### src/rtl/ball_pkg.sv
// Shared definitions for the ball game engine: FSM encoding, direction
// constants and the serve-position helper.
package ball_pkg;

    typedef enum logic [2:0] {
        ST_IDLE  = 3'd0,
        ST_RUN   = 3'd1,
        ST_OVER  = 3'd2,
        ST_UPD   = 3'd3,
        ST_CHECK = 3'd4
    } state_t;

    localparam logic [1:0] OST_IDLE = 2'd0;
    localparam logic [1:0] OST_RUN  = 2'd1;
    localparam logic [1:0] OST_OVER = 2'd2;

    localparam logic DIR_X_RIGHT = 1'b1;
    localparam logic DIR_X_LEFT  = 1'b0;
    localparam logic DIR_Y_DOWN  = 1'b1;
    localparam logic DIR_Y_UP    = 1'b0;

    // Balls are spread evenly across the middle half of the screen.
    function automatic int serve_x(input int h_act, input int n_ball, input int idx);
        return h_act / 4 + idx * (h_act / (2 * n_ball));
    endfunction

endpackage

### src/rtl/ball_step.sv
// Combinational one-frame advance of a single ball: wall bounce, paddle
// bounce and floor miss. Shared by all balls through the top's index.
module ball_step
    import ball_pkg::*;
#(
    parameter int H_ACT = 640,
    parameter int V_ACT = 480,
    parameter int POS_W = 11,
    parameter int SPD_W = 4,
    parameter int R_W   = 4
) (
    input  logic [POS_W-1:0] i_x,
    input  logic [POS_W-1:0] i_y,
    input  logic             i_dx,
    input  logic             i_dy,
    input  logic [SPD_W-1:0] i_sx,
    input  logic [SPD_W-1:0] i_sy,
    input  logic [R_W-1:0]   i_r,
    input  logic [POS_W-1:0] i_pad_x1,
    input  logic [POS_W-1:0] i_pad_x2,
    input  logic [POS_W-1:0] i_pad_y,
    output logic [POS_W-1:0] o_x,
    output logic [POS_W-1:0] o_y,
    output logic             o_dx,
    output logic             o_dy,
    output logic             o_hit,
    output logic             o_miss
);
    localparam int W = POS_W + 1;

    logic [W-1:0] w_x, w_y, w_sx, w_sy, w_r, w_py, w_px1, w_px2, w_xn;

    assign w_x   = W'(i_x);
    assign w_y   = W'(i_y);
    assign w_sx  = W'(i_sx);
    assign w_sy  = W'(i_sy);
    assign w_r   = W'(i_r);
    assign w_py  = W'(i_pad_y);
    assign w_px1 = W'(i_pad_x1);
    assign w_px2 = W'(i_pad_x2);
    assign w_xn  = W'(o_x);

    // Horizontal axis: side-wall bounce, zero speed freezes the axis.
    always_comb begin
        o_x  = i_x;
        o_dx = i_dx;
        if (i_sx == '0) begin
            o_x = i_x;
        end else if (i_dx == DIR_X_RIGHT) begin
            if (w_x + w_sx + w_r >= W'(H_ACT - 1)) begin
                o_x  = POS_W'(W'(H_ACT - 1) - w_r);
                o_dx = DIR_X_LEFT;
            end else begin
                o_x = POS_W'(w_x + w_sx);
            end
        end else begin
            if (w_x < w_sx + w_r) begin
                o_x  = POS_W'(w_r);
                o_dx = DIR_X_RIGHT;
            end else begin
                o_x = POS_W'(w_x - w_sx);
            end
        end
    end

    // Vertical axis: ceiling bounce, paddle hit against the new x, floor miss.
    always_comb begin
        o_y    = i_y;
        o_dy   = i_dy;
        o_hit  = 1'b0;
        o_miss = 1'b0;
        if (i_sy == '0) begin
            o_y = i_y;
        end else if (i_dy == DIR_Y_UP) begin
            if (w_y < w_sy + w_r) begin
                o_y  = POS_W'(w_r);
                o_dy = DIR_Y_DOWN;
            end else begin
                o_y = POS_W'(w_y - w_sy);
            end
        end else if ((w_y + w_r < w_py) && (w_y + w_sy + w_r >= w_py) &&
                     (w_px1 <= w_xn) && (w_xn <= w_px2)) begin
            o_y   = POS_W'(w_py - w_r - W'(1));
            o_dy  = DIR_Y_UP;
            o_hit = 1'b1;
        end else if (w_y + w_sy + w_r >= W'(V_ACT - 1)) begin
            o_miss = 1'b1;
        end else begin
            o_y = POS_W'(w_y + w_sy);
        end
    end

endmodule

### src/rtl/ball_engine.sv
// Multi-ball physics and game-state engine: one shared step unit walks the
// balls once per frame, then lives/serve are resolved in a check cycle.
module ball_engine
    import ball_pkg::*;
#(
    parameter int N_BALL = 2,
    parameter int H_ACT  = 640,
    parameter int V_ACT  = 480,
    parameter int POS_W  = 11,
    parameter int SPD_W  = 4,
    parameter int R_W    = 4,
    parameter int LIVES  = 3
) (
    input  logic                    iCLK,
    input  logic                    iRST,
    input  logic                    iFRAME,
    input  logic                    iSTART,
    input  logic [SPD_W-1:0]        iSPEED_X,
    input  logic [SPD_W-1:0]        iSPEED_Y,
    input  logic [R_W-1:0]          iRADIUS,
    input  logic [POS_W-1:0]        iPAD_X1,
    input  logic [POS_W-1:0]        iPAD_X2,
    input  logic [POS_W-1:0]        iPAD_Y,
    output logic [N_BALL*POS_W-1:0] oBALL_X,
    output logic [N_BALL*POS_W-1:0] oBALL_Y,
    output logic [N_BALL-1:0]       oBALL_ACT,
    output logic [1:0]              oSTATE,
    output logic [15:0]             oSCORE,
    output logic [2:0]              oLIVES,
    output logic                    oHIT,
    output logic                    oMISS,
    output logic                    oBUSY
);
    localparam int IDX_W = (N_BALL > 1) ? $clog2(N_BALL) : 1;

    state_t             r_state, w_state_nxt;
    logic [POS_W-1:0]   r_x [N_BALL];
    logic [POS_W-1:0]   r_y [N_BALL];
    logic [N_BALL-1:0]  r_dx, r_dy, r_act;
    logic [IDX_W-1:0]   r_idx;
    logic [SPD_W-1:0]   r_sx, r_sy;
    logic [R_W-1:0]     r_r;
    logic [15:0]        r_score;
    logic [2:0]         r_lives;
    logic               r_hit, r_miss, r_busy;
    logic [1:0]         r_ostate, w_ostate_nxt;
    logic               w_busy_nxt, w_serve, w_last, w_upd_act;
    logic [POS_W-1:0]   w_serve_x [N_BALL];
    logic [N_BALL-1:0]  w_serve_dx;
    logic [POS_W-1:0]   w_x, w_y;
    logic               w_dx, w_dy, w_hit, w_miss;

    for (genvar g = 0; g < N_BALL; g++) begin : g_serve
        assign w_serve_x[g]  = POS_W'(serve_x(H_ACT, N_BALL, g));
        assign w_serve_dx[g] = (g % 2 == 0) ? DIR_X_RIGHT : DIR_X_LEFT;
        assign oBALL_X[g*POS_W +: POS_W] = r_x[g];
        assign oBALL_Y[g*POS_W +: POS_W] = r_y[g];
    end

    assign w_last    = (r_idx == IDX_W'(N_BALL - 1));
    assign w_upd_act = (r_state == ST_UPD) && r_act[r_idx];
    assign w_serve   = ((r_state == ST_IDLE) && iSTART) ||
                       ((r_state == ST_CHECK) && (r_act == '0) && (r_lives > 3'd1));

    ball_step #(
        .H_ACT(H_ACT), .V_ACT(V_ACT), .POS_W(POS_W), .SPD_W(SPD_W), .R_W(R_W)
    ) u_step (
        .i_x(r_x[r_idx]), .i_y(r_y[r_idx]), .i_dx(r_dx[r_idx]), .i_dy(r_dy[r_idx]),
        .i_sx(r_sx), .i_sy(r_sy), .i_r(r_r),
        .i_pad_x1(iPAD_X1), .i_pad_x2(iPAD_X2), .i_pad_y(iPAD_Y),
        .o_x(w_x), .o_y(w_y), .o_dx(w_dx), .o_dy(w_dy), .o_hit(w_hit), .o_miss(w_miss)
    );

    // State register together with the registered state-derived outputs.
    always_ff @(posedge iCLK) begin
        if (iRST) begin
            r_state  <= ST_IDLE;
            r_ostate <= OST_IDLE;
            r_busy   <= 1'b0;
        end else begin
            r_state  <= w_state_nxt;
            r_ostate <= w_ostate_nxt;
            r_busy   <= w_busy_nxt;
        end
    end

    // Next-state logic.
    always_comb begin
        w_state_nxt = r_state;
        case (r_state)
            ST_IDLE:  w_state_nxt = iSTART ? ST_RUN : ST_IDLE;
            ST_RUN:   w_state_nxt = iFRAME ? ST_UPD : ST_RUN;
            ST_UPD:   w_state_nxt = w_last ? ST_CHECK : ST_UPD;
            ST_CHECK: begin
                if (r_act != '0) begin
                    w_state_nxt = ST_RUN;
                end else if (r_lives <= 3'd1) begin
                    w_state_nxt = ST_OVER;
                end else begin
                    w_state_nxt = ST_RUN;
                end
            end
            ST_OVER:  w_state_nxt = iSTART ? ST_IDLE : ST_OVER;
            default:  w_state_nxt = ST_IDLE;
        endcase
    end

    // Externally visible state: UPD and CHECK report as RUN.
    always_comb begin
        w_busy_nxt = (w_state_nxt == ST_UPD) || (w_state_nxt == ST_CHECK);
        case (w_state_nxt)
            ST_IDLE: w_ostate_nxt = OST_IDLE;
            ST_OVER: w_ostate_nxt = OST_OVER;
            default: w_ostate_nxt = OST_RUN;
        endcase
    end

    // Ball position/direction/alive arrays.
    always_ff @(posedge iCLK) begin
        if (iRST || w_serve) begin
            r_x   <= w_serve_x;
            r_dx  <= w_serve_dx;
            r_dy  <= {N_BALL{DIR_Y_DOWN}};
            r_act <= iRST ? {N_BALL{1'b0}} : {N_BALL{1'b1}};
            for (int i = 0; i < N_BALL; i++) begin
                r_y[i] <= POS_W'(V_ACT / 4);
            end
        end else if (w_upd_act) begin
            r_x[r_idx]   <= w_x;
            r_y[r_idx]   <= w_y;
            r_dx[r_idx]  <= w_dx;
            r_dy[r_idx]  <= w_dy;
            r_act[r_idx] <= ~w_miss;
        end
    end

    // Frame parameters latch, ball index, score, lives and event pulses.
    always_ff @(posedge iCLK) begin
        if (iRST) begin
            r_idx   <= '0;
            r_sx    <= '0;
            r_sy    <= '0;
            r_r     <= '0;
            r_score <= 16'd0;
            r_lives <= 3'(LIVES);
            r_hit   <= 1'b0;
            r_miss  <= 1'b0;
        end else begin
            r_hit  <= w_upd_act & w_hit;
            r_miss <= w_upd_act & w_miss;
            case (r_state)
                ST_IDLE: begin
                    if (iSTART) begin
                        r_score <= 16'd0;
                        r_lives <= 3'(LIVES);
                    end
                end
                ST_RUN: begin
                    if (iFRAME) begin
                        r_sx  <= iSPEED_X;
                        r_sy  <= iSPEED_Y;
                        r_r   <= iRADIUS;
                        r_idx <= '0;
                    end
                end
                ST_UPD: begin
                    if (w_upd_act && w_hit && (r_score != 16'hFFFF)) begin
                        r_score <= r_score + 16'd1;
                    end
                    if (!w_last) begin
                        r_idx <= r_idx + IDX_W'(1);
                    end
                end
                ST_CHECK: begin
                    if (r_act == '0) begin
                        r_lives <= r_lives - 3'd1;
                    end
                end
                default: ;
            endcase
        end
    end

    assign oBALL_ACT = r_act;
    assign oSTATE    = r_ostate;
    assign oSCORE    = r_score;
    assign oLIVES    = r_lives;
    assign oHIT      = r_hit;
    assign oMISS     = r_miss;
    assign oBUSY     = r_busy;

endmodule
### config.mk
export PLATFORM = sky130hd
export DESIGN_NAME = ball_engine
export DESIGN_NICKNAME = d
export VERILOG_FILES = /design/src/rtl/ball_pkg.sv /design/src/rtl/ball_step.sv /design/src/rtl/ball_engine.sv
export SDC_FILE = /design/constraint.sdc
export NUM_CORES = 1
export LEC_CHECK = 0
export ABC_AREA = 0
export CORE_UTILIZATION = 60
export DETAILED_ROUTE_END_ITERATION = 6
export GPL_ROUTABILITY_DRIVEN = 0
export PLACE_DENSITY_LB_ADDON = 0.2
export SETUP_SLACK_MARGIN = 0.4
export SKIP_CTS_REPAIR_TIMING = 1
export SLEW_MARGIN = 25
export SYNTH_ARGS = -nofsm -noshare
export SYNTH_HDL_FRONTEND = slang
export SYNTH_SLANG_ARGS = --single-unit
### constraint.sdc
create_clock -name iCLK -period 10.7 [get_ports iCLK]
set_input_delay 2.14 -clock iCLK [delete_from_list [all_inputs] [get_ports iCLK]]
set_output_delay 2.14 -clock iCLK [all_outputs]
set_load 0.05 [all_outputs]
==> Yosys cells after proc, flatten, opt, wreduce, memory -nomap -nowiden <==
Memories as Yosys holds them, arrays and structs flattened. A register that Yosys moved wholly into a read port is not among the register bits.
Cells that the tools add are included.
{ "classes": {"eq_ne": 12, "order_cmp": 14, "bitwise_logic": 4, "n_addsub": 15, "n_mux": 71, "n_reduce_logical": 29} }
{ "op_table": {"columns": ["cell", "count"], "rows": [
  ["$mux W11", 14],
  ["$add A11 B4 Y12", 3],
  ["$mux W1", 34],
  ["$sub A11 B4 Y11", 3],
  ["$mux W16", 2],
  ["$pmux W16 S2", 1],
  ["$add A12 B4 Y12", 2],
  ["$lt A11 B12 Y1", 2],
  ["$bwmux W22", 1],
  ["$le A11 B11 Y1", 2],
  ["$add A16 B1 Y16 const B", 1],
  ["$ne A16 B16 Y1 const B", 1],
  ["$pmux W3 S5", 1],
  ["$mux W2", 7],
  ["$eq A3 B2 Y1 const B", 4],
  ["$ge A12 B10 Y1 const B", 1],
  ["$ge A12 B11 Y1", 1],
  ["$ge A12 B9 Y1 const B", 1],
  ["$lt A12 B11 Y1", 1],
  ["$demux W11 S1", 1],
  ["$logic_and A1 B1 Y1", 11],
  ["$reduce_or A11 Y1", 1],
  ["$sub A10 B4 Y11 const A", 1],
  ["$sub A11 B1 Y11 const B", 1],
  ["other kinds (29)", 48]
]} }
{ "totals": {"inputBits": 49, "mem_bits_rw": 22, "wordCells": 162, "ff_bits": 68, "n_memories": 1, "out_inout_bits": 70} }
{ "mem_list": {"columns": ["memory", "depth", "word_bits", "read_ports", "rd_clocked_by_memory_dff", "write_ports", "line_no", "source"], "rows": [
  ["r_y", 2, 11, 3, 1, 2, "ball_engine.sv:38", "logic [POS_W-1:0] r_y [N_BALL];"]
]} }

==> Depth between registers and ports, before layout <==
Gate-level depths: netlist of the first run.
{ "logic_depth": {"word_depth": 20, "ltp_mapped": 32, "depth_no_buf": 28} }

==> Cells and area by module <==
From an unflattened synthesis of the first run, not the netlist that was laid out.
{ "unflattened": {"cells_unflattened": 1138, "hier_area_um2": 9180.1} }
{ "by_module_without_submodules": {"columns": ["mod", "cells_each", "area_per_inst_um2", "seq_area_each_um2", "n_inst"], "rows": [
  ["ball_step", 705, 5116.2, 0.0, 1],
  ["ball_engine", 433, 4063.9, 2062.0, 1]
]} }

==> Least setup slack after synthesis of the first run <==
No wires, ideal clock.
{ "synth_timing": {"path_type": "reg2reg", "from": "register r_idx", "to": "memory r_y[0][7] (data pin)", "required_ns": 10.429, "setup_time_ns": 0.271, "path_buffers": 3, "synth_period_minus_slack_ns": 6.488, "stages_incl_launch_ff": 29, "path_slack_ns": 4.212, "arrival_time_ns": 6.217, "cell_sequence": "dfxtp_1 > buf_6 > buf_1 > buf_1 > mux2_2 > fa_1 > xnor2_1 > ha_1 > nor2b_1 > o21ai_0 > nand2b_1 > xnor2_1 > a2111oi_0 > a21oi_2 > o32ai_4 > nor2_1 > o311a_1 > a21o_1 > ha_1 > nor2b_1 > o21a_1 > o21ai_0 > a211oi_1 > a211oi_1 > o211a_1 > a31o_2 > nor3_4 > a311oi_1 > a21oi_1"} }
{ "synth_rtl": {"columns": ["item", "line_no", "source"], "rows": [
  ["start, declared", "ball_engine.sv:40", "logic [IDX_W-1:0] r_idx;"],
  ["start signal, assigned", "ball_engine.sv:171", "r_idx <= r_idx + IDX_W'(1);"],
  ["end, declared", "ball_engine.sv:38", null]
]} }

==> impl_results.md, run 1 <==
- Post-DP HPWL: 19210 um
- Primary FF master, synth: dfxtp_1
- Mapped Nets: 1194
- CP peak stage delay: 0.54 ns
- Post-synthesis sequential area ratio: 23.66%
- Clk slew on worst S/H paths: 0.07 ns
- Routed wire length: 24930 um
- Worst path required time: 10.87 ns
- Async SR Flop Fraction: 0%
- Chip width: 122.5 um
- Tmin final: 7.437 ns
- Relative slew margins: 28.08%
- DRC Markers: 0
- Top delay family on crit path: compound AO/OA/AOI/OAI gates
- Hold wc startpoint: oBALL_X[14]
- Setup crit start: r_idx
- Synth area leader: dfxtp_1
- CP Buf/Inv Count: 2
- Setup Crit Path Kind: reg -> reg
- Number of inserted diodes: 0
- Filler cells: 1119
- CTS sink cnt: 91
- Max_cap viols: 0
- Total gr overflow: 0
- Met2 WL: 11790 um
- TritonCTS clock tree: built
- Port-buffer cells: 118
- CP Data Arrival Time: 7.60 ns
- Die area: 0.01501 mm^2
- Sw power: 0.0003222 W
- Synth Register Bits: 91
- Slowest cell on the critical path: a2111oi_0
- I/O pin cnt: 119
- Slew Viols, Final: 0
- Switching part of the total: 33.54%
- Hold Crit Class: reg -> reg
- Total negative slack: 0 ns
- Share of cells above drive strength 1: 7.099%
- EDFF count, synth: 24
- Syn_area_per_cell: 8.370 um^2
- Final-report hold violation count: 0
- Final worst path period share: 69.51%
- Setup Skew: 0.01107 ns
- Status: complete, no violations
- Final setup viols: 0
- Mapped Area: 0.008713 mm^2
- Nets: 1289
- H-tree Lvls: 3
- Antenna violations before repair: 0
- Crit path max fanout: 23
- Most Frequent Cell on Critical Path: ha_1
- Mapped Cells: 1041
- Area contributors post-synth: dfxtp_1 15%, ha_1 13%, edfxtp_1 8.3%
- Worst setup EP type: flip-flop
- Pwr dens: 93.51 mW/mm^2
- CTS Buffer Depth: 2
- Cell variety after synth: 96
- TritonCTS Buffers: 9
- Core area: 0.01404 mm^2
- PnR Total Power: 0.0009606 W
- Vias per cell: 6.379
- Synth top cells by count: 96 x nand2_1, 94 x ha_1, 89 x a21oi_1, 72 x inv_1, 69 x nor2_1
- Die H: 122.5 um
- Post-DR wirelength/cell: 18.87 um
- Met1 WL: 10140 um
- First-pass iteration count of the detailed router: 5
- Total track usage: 33.90%
- Top Metal Used: met4
- Clk root buf: clkbuf_16
- Number of global-route vias before repair: 7823
- Antenna violation net count after detailed routing: 0
- Synthesis Warnings: 0
- Top-area cell type share of the netlist area: 15.39%
- Row cnt: 43
- Initial core utilization: 62.05%
- First-pass GRT wire length: 39580 um
- Comb pwr share: 28.8%
- Maximum vdd drop: 79.41 uV
- Fmax: 134.5 MHz
- Dpl cells: 1305
- Internal power: 0.0006383 W
- Iteration-0 DRC count of the detailed router: 691
- Worst setup SP type: flip-flop
- Final core occ: 73.15%
- Count of non-filler cells in the finished layout: 1321
- Leakage: 3.997 nW
- Most common cell in the netlist: nand2_1
- Vias: 8427
- Reg-to-Reg Start: r_idx
- Met3 WL: 2109 um
- RSZ-0062 raised after global routing: false
- Sequential power share: 38.9%
- Skew-Pair Late Insertion Delay: 0.36 ns
- Worst slew pin tran: 1.075 ns
- Clock network fraction of total power: 32.3%
- Synthesis-to-finish area growth: 17.89%
- Largest net degree at the start of global routing: 31
==> worst reg2reg max path: stages, from the launching register on <==
cell and delay (ns):
dfxtp_1 0.43, buf_4 0.39, mux2i_1 0.45, inv_1 0.09
ha_1 0.23, fa_1 0.40, xnor2_1 0.23, ha_1 0.31
nor2b_1 0.15, o21ai_0 0.15, nand2b_1 0.11, xnor2_1 0.13
a2111oi_0 0.54, a21oi_2 0.10, o32ai_4 0.22, nor2_1 0.17
o311a_1 0.38, a21o_1 0.19, ha_1 0.28, nor2b_1 0.13
o21a_1 0.15, o21ai_0 0.17, a211oi_1 0.11, a211oi_1 0.30
o211a_1 0.28, nand4_1 0.43, o32a_1 0.54, a31oi_1 0.22
==> state kept, by name, indices dropped and copies added, names as in the netlist, 3 cells and up, named ones only <==
name / flops
oBALL_X: 22
r_sy: 4
r_sx: 4
r_r: 4
r_y: 22
oLIVES: 3
r_state: 3
oSCORE: 16
==> through the flow <==
stage               instance area (um^2)  hold slack, ns  setup slack [ns]
floorplan                           8713          0.4664             4.212
global placement                    9983          0.4631             3.777
detailed placement                  9983          0.4640             3.489
CTS                                10270          0.4762             3.438
global route                       10270          0.5039             2.825
finish                             10270          0.4742             3.263
==> area by class of cell <==
class                           count  area [um^2]  area share, %
Multi-Input combinational cell    838         6210          60.45
Sequential cell                    91         2062          20.07
Timing Repair Buffer              122         1211          11.79
Inverter                           74        277.8          2.704
Clock buffer                       10        239.0          2.326
Tap cell                          180        225.2          2.192
Clock inverter                      6        47.55         0.4628
==> cell usage in the layout, fill, tap and decap left out, types with 13 or more instances in the layout <==
cell type / count
a21o_1: 23
a21oi_1: 89
clkdlybuf4s50_1: 118
dfxtp_1: 67
edfxtp_1: 24
ha_1: 94
inv_1: 72
mux2i_1: 19
nand2_1: 96
nand2b_1: 16
nand3_1: 29
nand4_1: 13
nor2_1: 68
nor2b_1: 13
nor3_1: 20
o21a_1: 14
o21ai_0: 51
or3_1: 18
xnor2_1: 53
==> logic make-up after synthesis <==
kind of cell               synth area share [%]
buffers and inverters                     5.241
DFF                                       23.66
AOI/OAI and AO/OA                         23.62
xor gates and xnor gates                  7.166
muxes                                     5.399
adders and majority gates                 15.80
and+or+nand+nor                           19.11
==> final timing paths <==
path | endpoint | slack [ns] | cells past startpoint
setup / recovery | r_y[0][2] | 3.26 | 27
hold reg to reg | oBALL_X[14] | 0.47 | 2
setup reg to reg | r_y[0][2] | 3.26 | 27
hold / removal | oBALL_X[14] | 0.47 | 2
==> power groups by stage <==
stage / sequential, W / combinational (W) / clock (W)
after floorplan: 0.000395 / 0.000174 / 0
after global placement: 0.000381 / 0.000263 / 0
after detailed placement: 0.000381 / 0.000268 / 0
after CTS: 0.000374 / 0.000271 / 0.000311
after global routing: 0.000375 / 0.000300 / 0.000326
final: 0.000374 / 0.000276 / 0.000310
==> metal layers <==
metal,up-vias,global-route usage [%]
li1,3982,-
met1,3882,43.51
met2,487,56.53
met3,76,5.576
met4,0,13.49
met5,-,0
Note: power is estimated with default switching activity, not from simulation.
==> run 2: changes to the inputs <==
--- a/config.mk
+++ b/config.mk
@@ -6,7 +6,7 @@
 export NUM_CORES = 1
 export LEC_CHECK = 0
 export ABC_AREA = 0
-export CORE_UTILIZATION = 60
+export CORE_UTILIZATION = 51
 export DETAILED_ROUTE_END_ITERATION = 6
 export GPL_ROUTABILITY_DRIVEN = 0
 export PLACE_DENSITY_LB_ADDON = 0.2
==> constraint.sdc (replaced) <==
create_clock -name iCLK -period 6.4 [get_ports iCLK]
set_input_delay 1.28 -clock iCLK [delete_from_list [all_inputs] [get_ports iCLK]]
set_output_delay 1.28 -clock iCLK [all_outputs]
set_load 0.05 [all_outputs]
==> run 2 against run 1 <==
Against the previous run: clock-buffer cell count rose by 2; largest cell class unchanged; final cell count up 7.3%; critical path depth grew 1; design area is 9.4% higher; worst setup slack lost 3.0 ns; global-route usage shrank 3.5 points; highest routed layer unchanged; clock skew about the same.
==> impl_results.md, run 2 (same netlist as run 1, synthesis figures left out) <==
- R2r setup slk: 0.22 ns (-3.04 ns)
- Worst path required time: 6.69 ns (-4.18 ns)
- DRC Markers: 0 (unchanged)
- Top delay family on crit path: compound AO/OA/AOI/OAI gates
- CTS Buffer Depth: 2 (unchanged)
- Worst r2r dst: oSCORE[5]
- GR Layer Usage met3: 3.831% (-1.7 points)
- WHS Path Cells: 2 (unchanged)
- Fmax: 161.9 MHz (+20%)
- H-tree Lvls: 3 (unchanged)
- Slowest cell on the critical path: fa_2
- Slew Viols, Final: 0 (unchanged)
- Die area: 0.01761 mm^2 (+17%)
- GR peak layer: met2
- CP Buf/Inv Count: 3 (+1)
- Reg-to-Reg Start: r_idx
- CTS sink cnt: 91 (unchanged)
- Tmin final: 6.175 ns (-1.262 ns)
- Commonest non-fill, non-tap cell in the layout: clkdlybuf4s50_1
- Maximum vdd drop: 136.0 uV (+71%)
- Die H: 132.7 um (+8.3%)
- Clk root buf: clkbuf_16
- Initial core utilization: 52.36% (-9.7 points)
- Total negative slack: 0 ns (unchanged)
- Largest net degree at the start of global routing: 23 (-26%)
- CP peak stage delay: 0.41 ns (-0.13 ns)
- Status: complete, no violations
- Synthesis-to-finish area growth: 28.95%
- Met1 usage: 39.35% (-4.2 points)
- Worst setup EP type: flip-flop
- TritonCTS Buffers: 9 (unchanged)
- Antenna violation net count after detailed routing: 0 (unchanged)
- Post-place setup slack: -0.1101 ns (-3.599 ns)
- CP Data Arrival Time: 6.46 ns (-1.14 ns)
- PnR Total Power: 0.001677 W (+75%)
- Antenna violations before repair: 0 (unchanged)
- Final worst slack: 0.2250 ns (-3.038 ns)
- First-pass iteration count of the detailed router: 6 (+1)
- Relative slew margins: 23.64% (-4.4 points)
- Row cnt: 47 (+9.3%)
- Skew-Pair Late Insertion Delay: 0.36 ns (about the same)
- Clk slew on worst S/H paths: 0.07 ns (about the same)
- Number of global-route vias before repair: 8046 (+2.9%)
- Number of inserted diodes: 0 (unchanged)
- Hold wc startpoint: oBALL_X[21]
- Crit path max fanout: 7 (-70%)
- Leakage: 4.353 nW (+8.9%)
- Nets: 1346 (+4.4%)
- Vias: 8679 (+3.0%)
- Final worst path period share: 96.48% (+27 points)
- Reg2reg path depth: 28 (+3.7%)
- Vias per cell: 6.121 (-4.1%)
- Port-buffer cells: 118 (unchanged)
- Final setup viols: 0 (unchanged)
- Total gr overflow: 0 (unchanged)
- Max_cap viols: 0 (unchanged)
- First-pass GRT wire length: 42110 um (+6.4%)
- Setup Crit Path Kind: reg -> reg
- Filler cells: 1386 (+24%)
- I/O pin cnt: 119 (unchanged)
- Most frequent cells in the layout: 118 x clkdlybuf4s50_1, 94 x nand2_1, 85 x ha_1, 78 x a21oi_1, 70 x inv_1
- Worst setup SP type: flip-flop
- Post-DP HPWL: 20820 um (+8.4%)
- Worst slew pin tran: 1.129 ns (+0.05464 ns)
- RSZ-0062 raised after global routing: true
- Final-report hold violation count: 0 (unchanged)
- Core area: 0.01664 mm^2 (+19%)
- Setup Skew: 0.01071 ns (-0.0003565 ns)
- Iteration-0 DRC count of the detailed router: 733 (+6.1%)
- Post-DR wirelength/cell: 19.64 um (+4.1%)
- Hold Crit Class: reg -> reg
- Pwr dens: 149.2 mW/mm^2 (+60%)
- Routing usage on met2: 51.58% (-5.0 points)
- Chip width: 132.7 um (+8.3%)
- Share of cells above drive strength 1: 16.86% (+9.8 points)
- Setup crit start: r_idx
- Dpl cells: 1379 (+5.7%)
- TritonCTS clock tree: built
- Hold Path End: oBALL_X[21]
- Count of non-filler cells in the finished layout: 1418 (+7.3%)
- Routed wire length: 27850 um (+12%)
- Total track usage: 30.44% (-3.5 points)
-- run 2: cell types whose count changed in the layout (fill, tap and decap cells not counted), sizes merged --
cell / before / now
buf: 4 / 60
clkbuf: 10 / 12
inv: 76 / 74
a31oi: 13 / 14
-- run 2: through the flow --
stage / util (%) / hold WS [ns] / instance area [um^2]
finish: 67.51 / 0.4992 / 11240
global route: 67.51 / 0.5214 / 11240
CTS: 63.77 / 0.5007 / 10610
detailed placement: 62.08 / 0.4773 / 10330
global placement: 62.08 / 0.4707 / 10330
floorplan: - / 0.4664 / 8763
-- run 2: final cells by class --
cell class | count | area, um^2 | share of cell area (%)
sequential | 91 | 2063 | 18.36
tap | 220 | 275.3 | 2.450
multi-input combinational | 839 | 6680 | 59.45
inverter | 74 | 277.8 | 2.472
timing repair buffer | 178 | 1658 | 14.75
clock buffer | 12 | 256.5 | 2.283
clock inverter | 4 | 25.02 | 0.2227
-- run 2: routing by layer --
metal	share of wire, %	vias up
li1	-	4120
met1	42	4108
met2	48	379
met3	7.1	72
met4	3.5	0
met5	0	-
-- run 2: worst reg2reg max path: cells and delay by family, from the launching register on --
| family | cells | cell delay, ns |
|---|---|---|
| AO/OA/AOI/OAI | 13 | 2.56 |
| AND/OR/NAND/NOR | 5 | 1.08 |
| adder cells (fa/ha/maj) | 4 | 1.07 |
| buffers and inverters | 3 | 0.41 |
| XOR/XNOR | 2 | 0.39 |
| flip-flops | 1 | 0.35 |
| multiplexers | 1 | 0.25 |
-- run 2: how the worst max path moves through the flow --
stage	endpoint	slack, ns	cells after the start
after floorplan	oSCORE[15]	0.41	30
after detailed placement	oSCORE[13]	-0.11	27
after global placement	oSCORE[13]	0.14	27
after global routing	oSCORE[12]	0.01	28
final	oSCORE[5]	0.22	28
after CTS	oSCORE[13]	-0.14	27
-- run 2: report_power, final --
group | total, W | switching (W) | internal, W
Clock | 0.000520 | 0.000235 | 0.000285
Sequential | 0.000623 | 0.0000182 | 0.000605
Combinational | 0.000534 | 0.000312 | 0.000222
Total | 0.00168 | 0.000566 | 0.00111
